File: src/rtl/if_prefetch_buf.sv
// Fetch stage: requests aligned 64-bit doublewords and queues 32-bit instructions for decode.
// Latency: one cycle from a completed beat to inst_valid_o (zero with IF_BYPASS_EN on an empty FIFO).
// Backpressure: a request is issued only with >= 2 free slots; decode stalls via inst_ready_i.
//
// Ports:
//   clk, rst            clock, asynchronous active-high reset
//   axi_valid_o/ready_i fetch request handshake; axi_addr_o/axi_size_o request fields
//   axi_data_read_i     fetched doubleword; axi_resp_i 2'b00 OKAY, else error
//   pc_jmp_i/jmpaddr_i  redirect pulse and target
//   inst_valid_o/ready_i decode handshake; inst_o, pc_o, pc_pred_o, fault_o head entry
//
// Optional macro IF_BYPASS_EN: forward the first instruction of a beat straight
// to the decode outputs when the FIFO is empty.
module if_prefetch_buf #(
   parameter int          DEPTH    = 4,
   parameter logic [63:0] RESET_PC = 64'h0000_0000_8000_0000
) (
   input  logic        clk,
   input  logic        rst,
   output logic        axi_valid_o,
   input  logic        axi_ready_i,
   output logic [63:0] axi_addr_o,
   output logic [1:0]  axi_size_o,
   input  logic [63:0] axi_data_read_i,
   input  logic [1:0]  axi_resp_i,
   input  logic        pc_jmp_i,
   input  logic [63:0] pc_jmpaddr_i,
   output logic        inst_valid_o,
   input  logic        inst_ready_i,
   output logic [31:0] inst_o,
   output logic [63:0] pc_o,
   output logic [63:0] pc_pred_o,
   output logic        fault_o
);

   localparam int PW = $clog2(DEPTH);
   localparam int CW = PW + 1;

   typedef struct packed {
      logic [63:0] pc;
      logic [31:0] inst;
      logic        fault;
   } entry_t;

   typedef enum logic [1:0] {
      S_IDLE    = 2'd0,
      S_BUSY    = 2'd1,
      S_DISCARD = 2'd2
   } state_t;

   state_t         state_q, state_d;
   logic [63:0]    fetch_pc_q;
   logic [63:0]    addr_q;
   logic           halted_q;
   logic [CW-1:0]  count_q;
   logic [PW-1:0]  rd_ptr_q, wr_ptr_q;
   entry_t         mem [DEPTH];

   logic [CW-1:0]  free_slots;
   logic           issue;
   logic           beat, beat_ok, beat_err;
   entry_t         e0, e1, w0, head;
   logic [1:0]     n_beat, push_n;
   logic           byp_vld, byp_take;
   logic           head_vld, pop, fifo_pop;
   logic [CW-1:0]  count_d;

   assign free_slots = CW'(DEPTH) - count_q;

   // A request needs room for a full doubleword; pops in flight only add room.
   assign issue    = (state_q == S_IDLE) && !halted_q && (free_slots >= CW'(2));

   // A beat that completes while a jump arrives is dropped.
   assign beat     = (state_q == S_BUSY) && axi_ready_i && !pc_jmp_i;
   assign beat_ok  = beat && (axi_resp_i == 2'b00);
   assign beat_err = beat && (axi_resp_i != 2'b00);

   // Candidate entries produced by the current beat.
   always_comb begin
      e0 = '0;
      e1 = '0;
      n_beat = 2'd0;
      e1.pc    = fetch_pc_q + 64'd4;
      e1.inst  = axi_data_read_i[63:32];
      e1.fault = 1'b0;
      e0.pc    = fetch_pc_q;
      if (beat_err) begin
         e0.inst  = 32'h0000_0013;
         e0.fault = 1'b1;
         n_beat   = 2'd1;
      end else if (beat_ok) begin
         e0.fault = 1'b0;
         if (fetch_pc_q[2]) begin
            // Odd word entry point: only the upper instruction is live.
            e0.inst = axi_data_read_i[63:32];
            n_beat  = 2'd1;
         end else begin
            e0.inst = axi_data_read_i[31:0];
            n_beat  = 2'd2;
         end
      end
   end

`ifdef IF_BYPASS_EN
   assign byp_vld = beat_ok && (count_q == '0);
`else
   assign byp_vld = 1'b0;
`endif

   assign head_vld = (count_q != '0) || byp_vld;
   assign head     = (count_q != '0) ? mem[rd_ptr_q] : e0;
   assign pop      = head_vld && inst_ready_i;
   assign fifo_pop = pop && (count_q != '0);
   assign byp_take = pop && byp_vld;

   // A bypassed instruction that decode takes immediately is never written.
   always_comb begin
      w0     = e0;
      push_n = n_beat;
      if (byp_take) begin
         w0     = e1;
         push_n = n_beat - 2'd1;
      end
   end

   always_comb begin
      if (pc_jmp_i) count_d = '0;
      else          count_d = count_q + CW'(push_n) - CW'(fifo_pop);
   end

   // FSM: state register
   always_ff @(posedge clk or posedge rst) begin
      if (rst) state_q <= S_IDLE;
      else     state_q <= state_d;
   end

   // FSM: next state
   always_comb begin
      state_d = state_q;
      case (state_q)
         S_IDLE:    if (issue) state_d = S_BUSY;
         S_BUSY: begin
            if (axi_ready_i)   state_d = S_IDLE;
            else if (pc_jmp_i) state_d = S_DISCARD;
         end
         S_DISCARD: if (axi_ready_i) state_d = S_IDLE;
         default:   state_d = S_IDLE;
      endcase
   end

   // FSM: outputs. The address is latched at issue so it stays stable even
   // after a jump moves fetch_pc while the request is still outstanding.
   always_comb begin
      axi_valid_o = (state_q != S_IDLE);
      axi_addr_o  = addr_q;
      axi_size_o  = 2'b11;
   end

   // Fetch PC, request address, halt flag, FIFO bookkeeping.
   always_ff @(posedge clk or posedge rst) begin
      if (rst) begin
         fetch_pc_q <= RESET_PC;
         addr_q     <= '0;
         halted_q   <= 1'b0;
         count_q    <= '0;
         rd_ptr_q   <= '0;
         wr_ptr_q   <= '0;
      end else begin
         if (issue) begin
            addr_q <= pc_jmp_i ? {pc_jmpaddr_i[63:3], 3'b000}
                               : {fetch_pc_q[63:3], 3'b000};
         end
         if (pc_jmp_i) begin
            fetch_pc_q <= {pc_jmpaddr_i[63:2], 2'b00};
            halted_q   <= 1'b0;
            rd_ptr_q   <= '0;
            wr_ptr_q   <= '0;
         end else begin
            if (beat_ok)  fetch_pc_q <= {fetch_pc_q[63:3] + 61'd1, 3'b000};
            if (beat_err) halted_q   <= 1'b1;
            if (fifo_pop) rd_ptr_q   <= rd_ptr_q + PW'(1);
            wr_ptr_q <= wr_ptr_q + PW'(push_n);
         end
         count_q <= count_d;
      end
   end

   // Storage is not reset; the outputs are gated by inst_valid_o.
   always_ff @(posedge clk) begin
      if (push_n != 2'd0) mem[wr_ptr_q] <= w0;
      if (push_n == 2'd2) mem[wr_ptr_q + PW'(1)] <= e1;
   end

   assign inst_valid_o = head_vld;
   assign inst_o       = head_vld ? head.inst  : 32'd0;
   assign pc_o         = head_vld ? head.pc    : 64'd0;
   assign fault_o      = head_vld ? head.fault : 1'b0;
   assign pc_pred_o    = pc_o + 64'd4;

endmodule

File: config.mk
export PLATFORM = sky130hd
export DESIGN_NAME = if_prefetch_buf
export DESIGN_NICKNAME = d
export VERILOG_FILES = /design/src/rtl/if_prefetch_buf.sv
export SDC_FILE = /design/constraint.sdc
export NUM_CORES = 1
export LEC_CHECK = 0
export CORE_UTILIZATION = 37
export CTS_BUF_LIST = sky130_fd_sc_hd__clkbuf_8 sky130_fd_sc_hd__clkbuf_16
export DETAILED_ROUTE_END_ITERATION = 8
export PLACE_DENSITY_LB_ADDON = 0.2
export SLEW_MARGIN = 25
export SYNTH_ARGS = -nofsm -noshare
export SYNTH_HDL_FRONTEND = slang
export SYNTH_SLANG_ARGS = --single-unit
File: constraint.sdc
create_clock -name clk -period 6 [get_ports clk]
set_input_delay 1.8 -clock clk [delete_from_list [all_inputs] [get_ports clk]]
set_output_delay 1.8 -clock clk [all_outputs]
set_load 0.01 [all_outputs]
Word-level counts from Yosys, hierarchy flattened --
Memories as Yosys holds them, arrays and structs flattened. Cells that the tools add are included.
Word-level totals: flip-flop bits (word level) 138, memory bits (writable) 388, input bits 135, memories 1
Operators by class: add/subtract/negate cells 9, magnitude comparators 1, equal/unequal tests 6, multiplexer cells 27, reduce and logical (&&, ||, !) cells 20
Memories:
- mem | depth 4, bits a word 97, rd ports 1, clocked after memory_dff 0, wr ports 2, RTL line 57 | entry_t mem [DEPTH];
Operators with widths (count):
- $mux 64 | 4
- $add 64x3->64 const B | 2
- $mux 33 | 2
- $mux 32 | 2
- $add 61x1->61 const B | 1
- $mux 2 | 10
- $reduce_bool 2->1 | 6
- $logic_and 1x1->1 | 8
- $mux 1 | 7
- $pmux 2 s3 | 1
- $add 2x1->2 const B | 2
- $eq 2x2->1 const B | 2
- $logic_not 2->1 | 2
- $ne 2x2->1 const B | 2
- $add 3x2->3 | 1
- $ge 3x2->1 const B | 1
- $mux 3 | 1
- $ne 3x3->1 const B | 1
- $reduce_and 3->1 | 1
- $reduce_bool 3->1 | 1
- $sub 3x1->3 | 1
- $sub 3x3->3 const A | 1
- $add 2x2->2 | 1
- $eq 2x1->1 const B | 1
- $logic_not 1->1 | 2

Logic depth before layout (Yosys ltp) --
Gate-level depths: netlist of the first run.
depth in word-level cells 9, depth in mapped cells 18, depth with buffers taken out 13

Least setup slack after synthesis of the first run --
OpenSTA, ideal clock, no wires.
path kind input port to flip-flop, from in pc_jmp_i, to mem mem[0][10] (netlist name), enable pin, arrival 5.992 ns, path slack -0.484 ns, cell stages on the path 9, buffers on the path 2, path through and4bb_2 clkbuf_1 nand2_1 nor2_1 inv_1 nor2_1 nor2_1 inv_1 clkbuf_1
RTL lines:
- start: declaration | RTL line 26 | input logic pc_jmp_i,
- end: declaration | RTL line 57

Worst setup path after layout of the first run --
from reg rd_ptr_q[1], to out pc_pred_o[60]
Between the ends: cells in the longest elaborated chain, start to end 3
RTL lines:
- start: declaration | RTL line 56 | logic [PW-1:0] rd_ptr_q, wr_ptr_q;
- start signal: assignment | RTL line 181 | if (fifo_pop) rd_ptr_q <= rd_ptr_q + PW'(1);
- $mem_v2 4x97
- $mux 64 | RTL line 196 | assign pc_o = head_vld ? head.pc : 64'd0;
- $add 64x3->64 | RTL line 198 | assign pc_pred_o = pc_o + 64'd4;
- end: declaration | RTL line 32 | output logic [63:0] pc_pred_o,
No other way between the ends.

==> reports/qor.txt, run 1 <==
Rows - 102
CP Cell Sequence - buf_4 -> mux4_1 -> nand2_1 -> nor4_4 -> nand4b_1 -> nor3_2 -> buf_4 -> nand4_1 -> xnor2_1 -> clkdlybuf4s50_1
Top delay family on crit path - buffers and inverters
first-pass GRT wire length - 149,000 µm
CTS tree - yes
die height - 283 µm
share of cells above drive strength 1 - 9.70%
DP Cell Count - 4,031
clk root buf - clkbuf_16
Core Region - 77,700 µm²
slowest CP cell - clkdlybuf4s50_1
fin cells - 4,158
CTS H-tree depth - 2
HP Class - reg -> reg
initial antenna violation count - 6
most common cell after layout, fill and taps aside - edfxtp_1
number of synthesized register bits - 513
die area - 79,900 µm²
clk_skew - 20.9 ps
PD cells - 411 nW/µm²
Antenna Nets Post-Route - 0
Area growth syn-to-layout - 22.9%
Setup crit start kind - flip-flop
# DRC - 0
EDFF count, synth - 376
FILL cells - 7,189
Starting Density - 37.5%
FFs w/ async S/R, synth - 25.9%
DR iter-0 viols - 2,428
Most used DFF post-synth - edfxtp_1
Max transition margin - 28.6%
clk slew on worst S/H paths - 60 ps
CP Capture Type - output port
WS Path Type - reg -> out
CP Data Required Time - 4200 ps
clock latency on the worst-skew pair - 630 ps
Final Cycle Share - 97.2%
sequential share of the synthesized area - 50.5%
most used cell, CP - buf_4
Slowest Stage Delay on Critical Path - 560 ps
worst path bufs/invs - 3
placer congestion estimate - 0.901
Peak VDD IR - 0.216 mV
GR Overflow Total - 0
vias per cell - 5.79
IO buf count - 352
io pins - 364
mapped cell area - 29,100 µm²
# setup viols final - 0
Worst Tran Pin Value - 1070 ps
Cells after Synth - 2,849
synth top area cells - edfxtp_1, dfrtp_1, nor2_1
CTS Sinks - 513
Netlist cell types - 79
Avg Inst Size Synth - 10.2 µm²
DRT Wirelength - 101,000 µm
Final Critical Period - 5830 ps
Lkg Pwr - 12.0 nW
RSZ-0062 raised after global routing - true
area leader, netlist - edfxtp_1
Max Buffers Root-to-Sink - 3
worst endpoint data arrival time - 4030 ps
vias in the first global route - 23,656
status - finished clean
Synth top area share - 38.8%
most frequent cells in the layout - edfxtp_1, nor2_1, nand2_1
DR WL/cell - 24.3 µm
f_max - 0.171 GHz
Ys Warns - 0
fin. max-slew vios - 0
Post-Route Utilization - 46.1%
Final Hold Viols - 0
setup TNS - 0 ps
Num CTS Buffers - 58
Die W - 283 µm
MaxCap Viol Count - 0
GR Util All Layers - 24.8%
drt pass-1 iters - 6
largest net degree at the start of global routing - 134
Vias - 24,064
CP max FO - 24
Detailed Place HPWL - 66,100 µm
Nets - 3,211
[per-stage QoR]
step | hold slack (ps) | worst slack (ps) | cell area, µm² | total power [mW]
3_5_place_dp | 462 | 235 | 33500 | 11.1
6_report | 477 | 166 | 35800 | 14.7
3_3_place_gp | 448 | 221 | 33500 | 11.0
2_1_floorplan | 438 | 532 | 29200 | 7.81
5_1_grt | 498 | -32.0 | 35800 | 15.4
4_1_cts | 477 | -16.6 | 35600 | 14.7
[synth_stat cells (all sizes together), types with 40 or more instances]
cell and n:
and2 205, nand2 332, nor2 356, a22oi 116
nand4 46, dfrtp 132, clkbuf 189, xor2 54
buf 102, nand3 61, o21ai 206, nor3 40
xnor2 80, edfxtp 376, a31oi 160, mux4 85
[area by class of cell]
class	count	area [µm²]	area share, %
Antenna cell	4	10.0	0.0279
Clock buffer	65	1580	4.42
Clock inverter	44	330	0.922
Inverter	40	161	0.451
Multi-Input combinational cell	2012	13200	36.9
Sequential cell	513	14700	41.1
Tap cell	1040	1300	3.63
Timing Repair Buffer	440	4490	12.5
[sequential cells by signal (all words and copies together) (netlist names)]
name and cells:
rd_ptr_q 2, fetch_pc_q 62, mem 380, count_q 3, wr_ptr_q 2, state_q 2, halted_q 1, axi_addr_o 61
[power by group]
part	total, mW	switching [mW]	internal (mW)
Combinational	6.56	3.49	3.07
Sequential	4.56	0.355	4.21
Clock	3.59	1.50	2.09
Total	14.7	5.35	9.37
[metal layers]
metal  vias up  track usage, %  share of wire, %
li1      10771               -                 -
met1     11909            33.6                41
met2      1188            39.7                46
met3       188            4.83               9.7
met4         8            8.22               2.9
met5         -               0             0.045
[cell families after synthesis]
logic type      share of synthesized area [%]
buf+inv                                  5.00
flops                                    50.5
mux                                      8.42
other cells                            0.0258
simple gates                             18.8
fa+ha+maj                               0.498
compound gates                           12.7
xor+xnor                                 4.05
[final timing paths]
check	from	end	cells past startpoint	slack, ps
hold / removal	mem[1][0]$_SDFFE_PP0P_	mem[1][0]$_SDFFE_PP0P_	2	480
hold reg to reg	mem[1][0]$_SDFFE_PP0P_	mem[1][0]$_SDFFE_PP0P_	2	480
setup / recovery	rd_ptr_q[1]$_DFFE_PP0P_	pc_pred_o[60]	10	170
max in group asynchronous	rst	axi_addr_o[61]$_DFFE_PP0P_	3	3390
setup reg to reg	fetch_pc_q[2]$_DFFE_PP0P_	mem[3][75]$_DFFE_PP_	7	1770
min in group asynchronous	rst	axi_addr_o[45]$_DFFE_PP0P_	2	1680
[what timing repair did]
action                                  4_1_cts  5_1_grt
resized for setup                            34       35
hold buffers                                  0        0
endpoints found under the setup margin       40       26
pin swaps                                     2        4
setup buffers                                 7        4
cloned                                        2        0
[worst reg2reg max path, delay by kind of cell (launching register included)]
family | cells | cell delay [ps]
simple gates | 5 | 2220
flops | 1 | 1080
fa+ha+maj | 1 | 440
compound gates | 1 | 310
Power figures use the tool's default switching activity.
==> run 2, diff against run 1 <==
--- a/config.mk
+++ b/config.mk
@@ -8,7 +8,6 @@
 export CORE_UTILIZATION = 37
 export CTS_BUF_LIST = sky130_fd_sc_hd__clkbuf_8 sky130_fd_sc_hd__clkbuf_16
 export DETAILED_ROUTE_END_ITERATION = 8
-export PLACE_DENSITY_LB_ADDON = 0.2
 export SLEW_MARGIN = 25
 export SYNTH_ARGS = -nofsm -noshare
 export SYNTH_HDL_FRONTEND = slang
==> constraint.sdc (replaced) <==
create_clock -name clk -period 5.6 [get_ports clk]
set_input_delay 1.68 -clock clk [delete_from_list [all_inputs] [get_ports clk]]
set_output_delay 1.68 -clock clk [all_outputs]
set_load 0.01 [all_outputs]
==> reports/qor.txt, run 2 (synthesis gave the netlist of run 1 again) <==
CP Data Required Time - 3920 ps (-280 ps)
Vias - 23,979 (-0.35%)
Nets - 3,233 (+0.69%)
GR Overflow Total - 0 (unchanged)
vias per cell - 5.72 (-1.1%)
io pins - 364 (unchanged)
first-pass GRT wire length - 142,000 µm (-4.6%)
Peak VDD IR - 0.311 mV (+44%)
CTS Sinks - 513 (unchanged)
clock latency on the worst-skew pair - 640 ps (about the same)
die height - 283 µm (unchanged)
fin area - 35,700 µm² (-0.37%)
drt pass-1 iters - 5 (-1)
largest net degree at the start of global routing - 122 (-9.0%)
DR iter-0 viols - 2,557 (+5.3%)
max FFs per register - 380 (unchanged)
CP max FO - 5 (-79%)
DP Area - 33,600 µm² (+0.15%)
# setup viols final - 0 (unchanged)
Final Cycle Share - 97.5%
PD cells - 431 nW/µm² (+4.8%)
FF-to-FF path depth - 8 (+1)
worst endpoint data arrival time - 3780 ps (-250 ps)
Hold Path Sink - mem[3][0]$_SDFFE_PP0P_
Setup crit start kind - flip-flop
Final Critical Period - 5460 ps
CP Capture Type - output port
HP Class - reg -> reg
Lkg Pwr - 11.9 nW (-0.71%)
Min-Delay Path Depth - 2 (unchanged)
Area growth syn-to-layout - 22.5%
DRT Wirelength - 95,100 µm (-5.9%)
DR WL/cell - 22.7 µm (-6.6%)
GR Util All Layers - 23.3% (-1.5 points)
Core Region - 77,700 µm² (unchanged)
Detailed Place HPWL - 63,900 µm (-3.3%)
status - finished clean
Max transition margin - 31.0% (+2.5 points)
die area - 79,900 µm² (unchanged)
Worst Tran Pin Value - 1030 ps (-37.0 ps)
WS Path Type - reg -> out
share of cells above drive strength 1 - 11.3% (+1.6 points)
vias in the first global route - 23,180 (-2.0%)
fin. max-slew vios - 0 (unchanged)
Post-Route Utilization - 45.9% (-0.17 points)
clk_skew - 63.7 ps (+42.8 ps)
Num CTS Buffers - 55 (-5.2%)
FILL cells - 7,188 (-0.014%)
most common cell after layout, fill and taps aside - edfxtp_1
clk slew on worst S/H paths - 60 ps (about the same)
R2R Path End - mem[0][83]$_DFFE_PP_
MaxCap Viol Count - 0 (unchanged)
RR Startpoint - fetch_pc_q[3]$_DFFE_PP0P_
Die W - 283 µm (unchanged)
Antenna Nets Post-Route - 0 (unchanged)
initial antenna violation count - 20 (+14)
Max Buffers Root-to-Sink - 3 (unchanged)
Starting Density - 37.5% (unchanged)
largest register by flop count - mem
Reg2Reg Setup Slack - 1590 ps (-180 ps)
placer congestion estimate - 0.855 (-5.1%)
f_max - 0.183 GHz
CTS tree - yes
most frequent cells in the layout - edfxtp_1, nor2_1, nand2_1
CTS H-tree depth - 2 (unchanged)
Rows - 102 (unchanged)
Final Hold Viols - 0 (unchanged)
IO buf count - 352 (unchanged)
hold_sp - mem[3][0]$_SDFFE_PP0P_
clk root buf - clkbuf_16
# DRC - 0 (unchanged)
run 2: how the worst max path moves through the flow:
stage / startpoint / to / slack (ps) / cells after the start
after global routing: count_q[0]$_DFF_PP0_ / pc_pred_o[58] / -30 / 16
after detailed placement: count_q[0]$_DFF_PP0_ / pc_pred_o[63] / -30 / 15
after floorplan: count_q[0]$_DFF_PP0_ / pc_pred_o[38] / 250 / 18
after global placement: count_q[0]$_DFF_PP0_ / pc_pred_o[63] / -60 / 17
after CTS: count_q[0]$_DFF_PP0_ / pc_pred_o[28] / -70 / 14
final: count_q[0]$_DFF_PP0_ / pc_pred_o[55] / 140 / 17
run 2: critical path, stage by stage, from the launching register on:
cell and delay (ps):
dfrtp_1 360, inv_2 60, ha_4 160, ha_4 170, buf_6 140, or2_4 230, o22a_1 250, buf_6 140
inv_4 50, nand4_1 190, nor4b_2 350, buf_4 180, nand4_1 140, buf_4 200, buf_4 140, nor2_2 110
xor2_1 160, buf_2 150
run 2: per-layer routing:
metal	wire [µm]	vias to the layer above	global-route usage (%)
met4	3060	6	9.08
met2	43100	1178	35.7
met5	36	-	0
li1	-	10824	-
met1	40900	11769	32.8
met3	8010	202	4.10
run 2: final cells by class:
| type | count | area [µm²] | share of cell area, % |
|---|---|---|---|
| Clock buffer | 59 | 1440 | 4.04 |
| Clock inverter | 45 | 350 | 0.982 |
| Antenna cell | 17 | 42.5 | 0.119 |
| Sequential cell | 513 | 14700 | 41.2 |
| Tap cell | 1040 | 1300 | 3.65 |
| Multi-Input combinational cell | 2012 | 13200 | 37.1 |
| Timing Repair Buffer | 465 | 4440 | 12.4 |
| Inverter | 40 | 161 | 0.452 |
run 2: what timing repair did:
action,4_1_cts,5_1_grt
setup endpoints to repair,51,46
setup buffers,11,7
pin swaps,14,14
hold buffers,0,0
resized for setup,102,48
run 2: metrics by stage:
stage          TNS [ps]  instances  total power [mW]  setup slack, ps  hold slack, ps
6_report              0       4191              15.4              138             475
5_1_grt            -246       4189              16.1            -33.5             512
4_1_cts            -295       4168              15.4            -68.0             476
3_5_place_dp      -28.0       4053              11.8            -28.0             462
3_3_place_gp      -78.0       4053              11.7            -64.5             452
2_1_floorplan         0       2856              8.37              252             438
run 2: where the power goes:
group          switching, mW  internal (mW)  total, mW
clock                   1.57           2.04       3.62
sequential             0.397           4.51       4.91
combinational           3.58           3.27       6.85
total                   5.54           9.82       15.4
==> run 3, diff against run 2 <==
--- a/config.mk
+++ b/config.mk
@@ -5,6 +5,7 @@
 export SDC_FILE = /design/constraint.sdc
 export NUM_CORES = 1
 export LEC_CHECK = 0
+export ABC_AREA = 1
 export CORE_UTILIZATION = 37
 export CTS_BUF_LIST = sky130_fd_sc_hd__clkbuf_8 sky130_fd_sc_hd__clkbuf_16
 export DETAILED_ROUTE_END_ITERATION = 8
==> reports/qor.txt, run 3 <==
io pins - 364 (unchanged)
most frequent cells in the layout - nand2_1, nor2_1, inv_1
IO buf count - 352 (unchanged)
# setup viols final - 0 (unchanged)
FILL cells - 8,178 (+14%)
DR iter-0 viols - 3,430 (+34%)
initial antenna violation count - 2 (-90%)
clock latency on the worst-skew pair - 670 ps (+30 ps)
Max Buffers Root-to-Sink - 3 (unchanged)
RSZ-0062 raised after global routing - true
Core Region - 82,000 µm² (+5.5%)
f_max - 0.182 GHz (-0.41%)
Synth top area share - 36.8% (-1.9 points)
Slowest Stage Delay on Critical Path - 570 ps (+210 ps)
Netlist cell types - 53 (-33%)
DRT Wirelength - 122,000 µm (+28%)
EDFF count, synth - 376 (unchanged)
Antenna Nets Post-Route - 0 (unchanged)
clk_skew - 55.7 ps (-7.96 ps)
CTS Sinks - 513 (unchanged)
Peak VDD IR - 0.472 mV (+52%)
largest register by flop count - mem
vias per cell - 5.51 (-3.6%)
Rows - 105 (+2.9%)
# DRC - 0 (unchanged)
Max transition margin - 26.2% (-4.9 points)
Post-Synth Adder-Cell Area - 0.473% (-0.025 points)
DR WL/cell - 23.0 µm (+1.4%)
compound-cell area share of the yosys netlist - 13.5% (+0.81 points)
Final Critical Period - 5480 ps (+22.7 ps)
most used cell, CP - nand2_1
mux cell area share after synthesis - 0% (-8.4 points)
share of cells above drive strength 1 - 7.13% (-4.2 points)
slack of the critical path - 116 ps (-22.7 ps)
Detailed Place HPWL - 85,300 µm (+34%)
CP Data Required Time - 3920 ps (about the same)
clk slew on worst S/H paths - 60 ps (about the same)
first-pass GRT wire length - 178,000 µm (+25%)
count leader, synth - nand2_1
Synth Area in Simple Gates - 27.0% (+8.2 points)
placer congestion estimate - 1.01 (+19%)
Top delay family on crit path - simple AND/OR/NAND/NOR gates
multi-input logic area - 13,600 µm² (+2.8%)
MaxCap Viol Count - 0 (unchanged)
CTS tree - yes
number of synthesized register bits - 513 (unchanged)
Synth top cells by count - nand2_1, nor2_1, edfxtp_1, inv_1, o22ai_1
fin. max-slew vios - 0 (unchanged)
Final Cycle Share - 97.9% (+0.41 points)
clk root buf - clkbuf_16
Starting Density - 37.4% (-0.084 points)
Area growth syn-to-layout - 21.0%
GR Overflow Total - 0 (unchanged)
CP Capture Type - output port
die height - 290 µm (+2.6%)
Ys Warns - 0 (unchanged)
Most used DFF post-synth - edfxtp_1
PD cells - 438 nW/µm² (+1.8%)
largest net degree at the start of global routing - 92 (-25%)
worst path bufs/invs - 4 (-4)
max FFs per register - 380 (unchanged)
area leader, netlist - edfxtp_1
HP Class - reg -> reg
WS Path Type - reg -> out
CP Cell Sequence - inv_1 -> ha_1 -> ha_4 -> inv_4 -> buf_12 -> nand2_1 -> nor2_2 -> nand2_1 -> nor2_1 -> nand2_1 -> nor2_1 -> nand4_1 -> nand2_1 -> clkdlybuf4s50_1
synth top area cells - edfxtp_1, nand2_1, dfrtp_1
sequential share of the synthesized area - 47.9% (-2.5 points)
CP max FO - 23 (+18)
Lkg Pwr - 14.5 nW (+22%)
FFs w/ async S/R, synth - 25.9% (unchanged)
Vias - 29,183 (+22%)
Final Hold Viols - 0 (unchanged)
Num CTS Buffers - 56 (+1.8%)
Avg Inst Size Synth - 7.83 µm² (-23%)
CTS H-tree depth - 2 (unchanged)
drt pass-1 iters - 6 (+1)
Reg area - 14,700 µm² (about the same)
vias in the first global route - 27,027 (+17%)
XOR/XNOR share of the synthesized area - 2.62% (-1.4 points)
Setup crit start kind - flip-flop
most common cell after layout, fill and taps aside - nand2_1
Hold-fix buffers, CTS - 0 (unchanged)
Worst Tran Pin Value - 1110 ps (+71.3 ps)
Cells after Synth - 3,918 (+38%)
GR Util All Layers - 28.0% (+4.7 points)
mapped cell area - 30,700 µm² (+5.2%)
worst endpoint data arrival time - 3800 ps (+20 ps)
Place WS - 358 ps (+386 ps)
Post-Route Utilization - 45.3% (-0.65 points)
die area - 84,000 µm² (+5.2%)
Nets - 4,324 (+34%)
combinational family with the most area after synthesis - simple AND/OR/NAND/NOR gates
slowest CP cell - clkdlybuf4s50_1
status - finished clean
Die W - 290 µm (+2.6%)
[run 3: cells by family (layout without fill, tap and decap cells)]
family | count (synthesis) | after routing
AO/OA/AOI/OAI | 704 | 704
XOR/XNOR | 91 | 91
adder cells (fa/ha/maj) | 11 | 11
buffers and inverters | 612 | 907
flip-flops | 513 | 513
other | 2 | 11
AND/OR/NAND/NOR | 1985 | 1985
[run 3: cell type report]
class	instances	area share, %
inverters	389	3.99
clock buffers	59	3.89
repair buffers	418	11.4
diodes	2	0.0135
flip-flops and latches	513	39.6
well taps	1070	3.61
multi-input cells	2800	36.7
clock inverters	41	0.772
[run 3: report_power, final]
group	switching, mW	internal [mW]	total, mW
clock network	1.61	1.95	3.56
registers	0.348	4.54	4.89
logic	4.73	3.08	7.81
total	6.69	9.57	16.3
[run 3: routing by layer]
layer	vias to the layer above	wire length, µm	GRT usage [%]
li1	13711	-	-
met3	192	12000	5.13
met4	0	4190	9.19
met5	-	0	0
met1	13724	51900	39.9
met2	1556	53700	42.9
[run 3: worst paths after layout]
path	startpoint	end	slack [ps]	depth (start not counted)
hold / removal	mem[1][0]$_SDFFE_PP0P_	mem[1][0]$_SDFFE_PP0P_	470	2
hold reg to reg	mem[1][0]$_SDFFE_PP0P_	mem[1][0]$_SDFFE_PP0P_	470	2
min in group asynchronous	rst	state_q[0]$_DFFE_PP0P_	1610	2
max in group asynchronous	rst	axi_addr_o[60]$_DFFE_PP0P_	3070	3
setup / recovery	count_q[0]$_DFF_PP0_	pc_pred_o[48]	120	14
setup reg to reg	fetch_pc_q[2]$_DFFE_PP0P_	mem[0][71]$_DFFE_PP_	2010	10
[run 3: tightest hold or removal path, delay by kind of cell (launching register included)]
family	cells	cell delay, ps
compound gates	1	80
buf+inv	1	40
flops	1	330
[run 3: repair_timing]
action | 4_1_cts | 5_1_grt
setup buffers | 0 | 2
cloned | 0 | 1
setup endpoints to repair | 41 | 41
pin swaps | 0 | 2
gates resized for setup | 10 | 45
[run 3: through the flow]
step / cell area [µm²] / setup TNS [ps] / total power, mW / std cells / hold WS, ps
after CTS: 36900 / 0 / 16.1 / 5286 / 471
after floorplan: 30700 / 0 / 8.75 / 3925 / 434
after global placement: 35100 / 0 / 12.5 / 5186 / 445
after detailed placement: 35100 / 0 / 12.6 / 5186 / 457
after global routing: 37100 / -10.4 / 17.1 / 5292 / 499
final: 37100 / 0 / 16.3 / 5292 / 472
